$ cat src/rtl/demux_stream_pkg.sv
// Shared constants for the demux_stream block.
// Channel indices, default buffer depth and event-counter width.
package demux_stream_pkg;

   localparam int BUF_DEPTH_DEF = 2;
   localparam int CNT_W = 16;

   localparam logic CH_A = 1'b0;
   localparam logic CH_B = 1'b1;

   typedef enum logic {
      SEL_A = CH_A,
      SEL_B = CH_B
   } ch_sel_e;

   typedef struct packed {
      logic full;
      logic empty;
   } buf_stat_t;

   // Pointer width for a power-of-two depth (never narrower than 1 bit)
   function automatic int ptr_w(input int depth);
      return (depth > 1) ? $clog2(depth) : 1;
   endfunction

endpackage

$ cat src/rtl/demux_buf.sv
// Per-channel synchronous FIFO for demux_stream.
// Push is ignored when full, pop is ignored when empty; head reads 0 when empty.
module demux_buf
   import demux_stream_pkg::*;
#(
   parameter int DW    = 8,
   parameter int DEPTH = BUF_DEPTH_DEF
) (
   input  logic          clk,
   input  logic          rst,
   input  logic          push,
   input  logic [DW-1:0] push_data,
   input  logic          pop,
   output logic [DW-1:0] head_data,
   output buf_stat_t     stat
);

   localparam int PW = ptr_w(DEPTH);
   localparam int CW = $clog2(DEPTH) + 1;
   localparam logic [CW-1:0] DEPTH_C = CW'(DEPTH);

   logic [DW-1:0] mem_q [DEPTH];
   logic [DW-1:0] mem_d [DEPTH];
   logic [PW-1:0] wr_ptr_q;
   logic [PW-1:0] wr_ptr_d;
   logic [PW-1:0] rd_ptr_q;
   logic [PW-1:0] rd_ptr_d;
   logic [CW-1:0] cnt_q;
   logic [CW-1:0] cnt_d;
   logic          do_push;
   logic          do_pop;

   assign stat.full  = (cnt_q == DEPTH_C);
   assign stat.empty = (cnt_q == '0);

   // A full buffer refuses a push even when it pops in the same cycle
   assign do_push = push && !stat.full;
   assign do_pop  = pop && !stat.empty;

   assign head_data = stat.empty ? '0 : mem_q[rd_ptr_q];

   // Next-state: write at tail, advance pointers (wrap by power-of-two width)
   always_comb begin
      mem_d    = mem_q;
      wr_ptr_d = wr_ptr_q;
      rd_ptr_d = rd_ptr_q;
      cnt_d    = cnt_q;
      if (do_push) begin
         mem_d[wr_ptr_q] = push_data;
         wr_ptr_d        = wr_ptr_q + PW'(1);
      end
      if (do_pop) begin
         rd_ptr_d = rd_ptr_q + PW'(1);
      end
      case ({do_push, do_pop})
         2'b10:   cnt_d = cnt_q + CW'(1);
         2'b01:   cnt_d = cnt_q - CW'(1);
         default: cnt_d = cnt_q;
      endcase
   end

   // State registers; reset empties the buffer and clears storage
   always_ff @(posedge clk or posedge rst) begin
      if (rst) begin
         for (int i = 0; i < DEPTH; i++) begin
            mem_q[i] <= '0;
         end
         wr_ptr_q <= '0;
         rd_ptr_q <= '0;
         cnt_q    <= '0;
      end else begin
         mem_q    <= mem_d;
         wr_ptr_q <= wr_ptr_d;
         rd_ptr_q <= rd_ptr_d;
         cnt_q    <= cnt_d;
      end
   end

endmodule

$ cat src/rtl/demux_stream.sv
// 1-to-2 stream demultiplexer with a small FIFO per output channel.
// Optional per-channel transfer counters when DEMUX_STREAM_CNT_EN is defined.
module demux_stream
   import demux_stream_pkg::*;
#(
   parameter int DATA_WIDTH = 8,
   parameter int BUF_DEPTH  = BUF_DEPTH_DEF
) (
   input  logic                  clk,
   input  logic                  rst,
   input  logic [DATA_WIDTH-1:0] in_data,
   input  logic                  in_valid,
   output logic                  in_ready,
   input  logic                  c,
   output logic [DATA_WIDTH-1:0] out_a_data,
   output logic                  out_a_valid,
   input  logic                  out_a_ready,
   output logic [DATA_WIDTH-1:0] out_b_data,
   output logic                  out_b_valid,
   input  logic                  out_b_ready
`ifdef DEMUX_STREAM_CNT_EN
   ,
   output logic [CNT_W-1:0]      cnt_a,
   output logic [CNT_W-1:0]      cnt_b
`endif
);

   ch_sel_e   sel;
   buf_stat_t stat_a;
   buf_stat_t stat_b;
   logic      sel_full;
   logic      xfer;
   logic      push_a;
   logic      push_b;

   assign sel = ch_sel_e'(c);

   // Ready only looks at the selected buffer, never at downstream ready
   always_comb begin
      sel_full = stat_a.full;
      if (sel == SEL_B) begin
         sel_full = stat_b.full;
      end
   end

   assign in_ready = !sel_full;
   assign xfer     = in_valid && in_ready;
   assign push_a   = xfer && (sel == SEL_A);
   assign push_b   = xfer && (sel == SEL_B);

   assign out_a_valid = !stat_a.empty;
   assign out_b_valid = !stat_b.empty;

   demux_buf #(
      .DW    (DATA_WIDTH),
      .DEPTH (BUF_DEPTH)
   ) u_buf_a (
      .clk       (clk),
      .rst       (rst),
      .push      (push_a),
      .push_data (in_data),
      .pop       (out_a_ready),
      .head_data (out_a_data),
      .stat      (stat_a)
   );

   demux_buf #(
      .DW    (DATA_WIDTH),
      .DEPTH (BUF_DEPTH)
   ) u_buf_b (
      .clk       (clk),
      .rst       (rst),
      .push      (push_b),
      .push_data (in_data),
      .pop       (out_b_ready),
      .head_data (out_b_data),
      .stat      (stat_b)
   );

`ifdef DEMUX_STREAM_CNT_EN
   logic [CNT_W-1:0] cnt_a_q;
   logic [CNT_W-1:0] cnt_a_d;
   logic [CNT_W-1:0] cnt_b_q;
   logic [CNT_W-1:0] cnt_b_d;

   // Count accepted input words per channel; wraps at the top value
   always_comb begin
      cnt_a_d = cnt_a_q;
      cnt_b_d = cnt_b_q;
      if (push_a) begin
         cnt_a_d = cnt_a_q + CNT_W'(1);
      end
      if (push_b) begin
         cnt_b_d = cnt_b_q + CNT_W'(1);
      end
   end

   // Counter registers
   always_ff @(posedge clk or posedge rst) begin
      if (rst) begin
         cnt_a_q <= '0;
         cnt_b_q <= '0;
      end else begin
         cnt_a_q <= cnt_a_d;
         cnt_b_q <= cnt_b_d;
      end
   end

   assign cnt_a = cnt_a_q;
   assign cnt_b = cnt_b_q;
`endif

endmodule

$ cat config.mk
export PLATFORM = sky130hd
export DESIGN_NAME = demux_stream
export DESIGN_NICKNAME = d
export VERILOG_FILES = /design/src/rtl/demux_stream_pkg.sv /design/src/rtl/demux_buf.sv /design/src/rtl/demux_stream.sv
export SDC_FILE = /design/constraint.sdc
export NUM_CORES = 1
export LEC_CHECK = 0
export CORE_ASPECT_RATIO = 1.4
export CORE_UTILIZATION = 30
export DETAILED_ROUTE_END_ITERATION = 6
export GPL_TIMING_DRIVEN = 1
export HOLD_SLACK_MARGIN = 0.03
export PLACE_DENSITY_LB_ADDON = 0.05
export SYNTH_ARGS = -nofsm -noshare
export SYNTH_HDL_FRONTEND = slang
export SYNTH_SLANG_ARGS = --single-unit
$ cat constraint.sdc
create_clock -name clk -period 4.1 [get_ports clk]
set_clock_uncertainty 0.05 [all_clocks]
set_input_delay 0.82 -clock clk [delete_from_list [all_inputs] [get_ports clk]]
set_output_delay 0.82 -clock clk [all_outputs]
set_load 0.02 [all_outputs]
## Word level (Yosys, flattened, before mapping)

Index checks and enable logic that the tools add are counted.
W data, S select, Z words.

- Add/subtract/negate cells: 8
- Order comparisons: 6
- Eq/ne operators: 6
- Muxes and demuxes: 17
- Bitwise operators: 5
- Reduce and logical (&&, ||, !) cells: 18

Operators with widths:

| operator | number |
|---|---|
| $mux W8 | 10 |
| $bwmux W16 | 2 |
| $demux W8 S1 | 2 |
| $logic_and A1 B1 Y1 | 9 |
| $eq A2 B2 Y1 const B | 4 |
| $ge A2 B2 Y1 const B | 4 |
| $not A1 Y2 | 4 |
| $pmux W2 S2 | 2 |
| $logic_not A1 Y1 | 5 |
| $add A1 B1 Y1 const B | 4 |
| $add A2 B1 Y2 const B | 2 |
| $eq A2 B1 Y1 const B | 2 |
| $logic_not A2 Y1 | 2 |
| $lt A2 B1 Y1 const B | 2 |
| $reduce_bool A2 Y1 | 2 |
| $sub A2 B1 Y2 const B | 2 |
| $mux W1 | 1 |
| $not A1 Y1 | 1 |

- Register bits: 40
- Input bits: 14
- Output and inout bits: 19
- Word-level logic and storage cells: 70

## Depth between registers and ports, before layout

- Depth after elaboration: 8
- Mapped depth: 6
- Gate-level depth less buffers: 6

## Hierarchy

From an unflattened synthesis, not the netlist that was laid out.

- Cell total of the unflattened synthesis: 143
- Area total of the unflattened synthesis: 1953.1 µm²

Modules (own cells, without submodules):

| module | instances | cells each | area an instance (µm²) | seq. area each (µm²) |
|---|---|---|---|---|
| demux_buf | 2 | 69 | 957.2 | 500.5 |
| demux_stream | 1 | 5 | 38.8 | 0.0 |

## Worst setup path before layout

OpenSTA, ideal clock, no wires.

- Kind: input -> output
- Start point: input c
- End point: output in_ready
- Arrival time: 1189 ps
- Data required time: 3230 ps
- Path slack: 2041 ps
- Stages: 2
- Path buffers: 0
- Cell sequence: nor2_1 a21oi_1

- Longest elaborated chain between the ends: 2

RTL lines:

| item | RTL line | source |
|---|---|---|
| start, declared | demux_stream.sv:14 | `input logic c,` |
| $mux W1 | demux_stream.sv:41 | `if (sel == SEL_B) begin` |
| $logic_not A1 Y1 | demux_stream.sv:46 | `assign in_ready = !sel_full;` |
| end, declared | demux_stream.sv:13 | `output logic in_ready,` |

Every way passes these cells.

## Final worst setup path

Same ends and word-level chain as after synthesis.

==> results.txt <==
- Clock latency reported for the late side of the worst-skew pair: 0.28 ns
- In this run, flip-flops and latches consume 37.1% of the power.
- The initial antenna violation count is 0.
* Pin slew with the least headroom to its limit: around 0.76 ns
- Internal power contribution: roughly 1.3 mW
* Power Total: roughly 2.1 mW
- The die is 69.0 µm wide.
* Final setup viols: 0
- After clock tree synthesis, the clock-pin slew on the worst setup and hold paths is around 0.08 ns.
* Leakage power total: between 1 and 1.5 nW
- Once the floorplan was initialized, standard cells occupied between 30% and 40% of the core.
* Maximum vdd drop: around 0.47 mV
- The cell count after synthesis came out at around 140.
- Path category of the worst min-delay check: flip-flop to flip-flop
- After layout, the worst path uses approximately 74% of the clock period.
- Wire length of the first global-routing pass: about 6300 µm
- Slew HR: 49.4%
- For the worst flop-to-flop path, the logic depth is 5.
- Remaining global-route overflow: 0
* Remaining design rule violation count: 0
- Run status: complete, no violations
- At the end of the flow, the number of nets in the layout was ~200.
- Crit Path Category: input pin to primary output
- Max-cap violations in this run came to 0.
- In the post-route analysis, the smallest setup slack over all paths is around 1.1 ns.
* Detailed-router iteration count before antenna repair: 4
- DRC marker count from the first detailed-route iteration: 43
* Count of distinct cell types in the synthesized netlist: 20
- Pwr dens: roughly 860 nW/µm²
- CTS placed an instance of sky130_fd_sc_hd__clkbuf_8 at the clock tree root.
- Top library cells by usage in the layout, fill and taps aside: 40 x sky130_fd_sc_hd__dfrtp_1, 32 x sky130_fd_sc_hd__clkdlybuf4s50_1, 21 x sky130_fd_sc_hd__nor2_1
- Post-CTS Setup Inserts: 0
- In this run the cell area of the synthesized design comes to 1880 µm².
- Averaged over all synthesized cells, the footprint is between 10 and 15 µm².
* Startpoint class of the critical path: input pin
* Final worst hold slack: between 0.4 and 0.5 ns
* Number of clock sinks seen by CTS: 40
- Num CTS Buffers: 5
- Synth area leaders: sky130_fd_sc_hd__dfrtp_1 53%, sky130_fd_sc_hd__mux2i_1 8.5%, sky130_fd_sc_hd__mux2_2 7.8%, sky130_fd_sc_hd__mux2_1 6.6%, sky130_fd_sc_hd__mux2_4 6.4%
* RSZ-0062 raised after global routing: no
- Entering global routing, the biggest net connects 32 pins.
- Synth top area share: 53.1%
- Compared with the post-synthesis result, the final layout area differs by 27.3%.
- The H-tree was split into 2 levels.
- The worst path in the final design needs a cycle of between 3 and 4 ns, including I/O delays and setup.
- Yosys printed 0 warnings.
- The number of hold-slack violations in the final timing report was 0.
- Die Footprint: around 6600 µm²
- sky130_fd_sc_hd__dfrtp_1 takes more of the synthesized area than any other cell.
- Synthesized flop and latch total: 40
* Vias in the first global route: 1271
- Summed over all failing endpoints, the final setup total negative slack is 0 ns.
- Reg-to-reg slack, setup: between 2 and 2.5 ns
- Routed length per instance: 15.0 µm
- After detailed routing, the number of vias per cell comes to 4.62.
* Final slew viol count: 0
- Routed wire length: approximately 3800 µm
- 0 antenna diodes ended up in the layout.
* Number of routed nets with antenna violations: 0
- TritonCTS built the clock tree.
- After clock tree synthesis, the repair step resized 0 gates.
* Capturing instance or port of the critical path: in_ready
- The floorplan step defined a core boundary enclosing 5950 µm².
- Overall global routing resource usage: roughly 13%
* Total number of vias: 1160
- Input and output buffers added on the ports amount to 32.
* Post-detailed-placement half-perimeter wirelength: 2700 µm
- Die Height: around 96 µm
* Fraction of final layout cells with drive strength greater than 1: between 15 and 20%
* Number of ports placed on the die boundary: 33
- Beginning of the worst register-to-register path: u_buf_b.cnt_q[0]
- Global placer's final weighted congestion: ~0.70
- In this run, the combinational gates consume about half of the power.
- The library cell used most frequently in the layout, excluding fill and tap cells, is sky130_fd_sc_hd__dfrtp_1.
- Post-layout utilization of the core: roughly two fifths
* Worst setup path start: c
* Fraction of the yosys area taken by sequential cells: 53.1%
- Hold repair after CTS inserted 0 buffers.
* Critical Path RT: 3.23 ns
* Standard-cell row count: 33
- Data on the critical path arrives at its endpoint at about 2.2 ns.
- Along the worst path, the maximum fanout reaches 6.
- Switching share of power: 37.3%
- For this design the total switching power over the nets is around 770 µW.
- The endpoint identified for the worst register-to-register timing path is u_buf_b.cnt_q[1].
- The longest clock path from root to sink contains 2 buffers.
* Clock share of power: between 10% and 20%
* Setup crit end kind: primary output
- Post-Place Worst Slack: around 1.1 ns
* Net count of the mapped netlist: around 160
- Timing-limited maximum frequency: approximately 330 MHz
-- area by class of cell --
class                           count  area (µm²)
Tap cell                           70        87.6
Multi-Input combinational cell     96         853
Fill cell                         571        3550
Inverter                            3        11.3
Timing Repair Buffer               34         348
Sequential cell                    40        1000
Clock buffer                        6        82.6
Clock inverter                      2        15.0
-- logic make-up after synthesis --
logic type               after synthesis  synth area share (%)
AO/OA/AOI/OAI                          1                 0.265
XOR/XNOR                              10                  4.65
adder cells (fa/ha/maj)                2                  1.33
buffers and inverters                  6                  1.59
flip-flops                            40                  53.1
multiplexers                          48                  29.2
AND/OR/NAND/NOR                       35                  9.83
-- power by group through the flow --
stage	Combinational [mW]	Sequential [mW]	Clock, mW
2_1_floorplan	0.718	0.695	0
3_3_place_gp	1.02	0.762	0
3_5_place_dp	1.04	0.781	0
4_1_cts	1.04	0.772	0.289
5_1_grt	1.12	0.796	0.307
6_report	1.03	0.768	0.273
-- through the flow --
step | std cells | cell area [µm²]
global route | 251 | 2400
finish | 251 | 2400
CTS | 250 | 2380
detailed placement | 242 | 2280
floorplan | 142 | 1880
global placement | 242 | 2280
-- worst max-delay path: stages --
cell and delay, ns:
sky130_fd_sc_hd__clkdlybuf4s50_1 0.55, sky130_fd_sc_hd__nor2_1 0.07, sky130_fd_sc_hd__a21oi_1 0.11, sky130_fd_sc_hd__clkdlybuf4s50_1 0.61
-- registers in the layout (all words and copies together) (netlist names) --
register,count
u_buf_b.rd_ptr_q,1
u_buf_b.wr_ptr_q,1
u_buf_a.mem_q,16
u_buf_a.rd_ptr_q,1
u_buf_a.wr_ptr_q,1
u_buf_a.cnt_q,2
u_buf_b.mem_q,16
u_buf_b.cnt_q,2
-- routing by layer --
metal | wire length, µm | GRT usage [%]
met3 | 135 | 3.55
met2 | 1840 | 20.6
met1 | 1750 | 18.0
met5 | 0 | 0
met4 | 29 | 4.59
-- cell usage after synthesis, drive strengths merged --
master / number
xnor2: 6
or3b: 1
clkbuf: 2
nand4: 1
dfrtp: 40
nand2b: 4
ha: 2
mux2: 32
nor2b: 4
xor2: 4
nor3: 2
a21oi: 1
nand2: 1
inv: 3
nor2: 21
nand3: 1
mux2i: 16
buf: 1
-- how the worst min path moves through the flow --
stage | from | end | cells past startpoint
detailed placement | u_buf_a.mem_q[13] | u_buf_a.mem_q[13] | 1
global placement | u_buf_a.mem_q[9] | u_buf_a.mem_q[9] | 1
global route | u_buf_a.mem_q[9] | u_buf_a.mem_q[9] | 1
floorplan | u_buf_a.mem_q[10] | u_buf_a.mem_q[10] | 1
CTS | u_buf_a.mem_q[13] | u_buf_a.mem_q[13] | 1
finish | u_buf_a.mem_q[9] | u_buf_a.mem_q[9] | 1
Power figures use the tool's default switching activity.
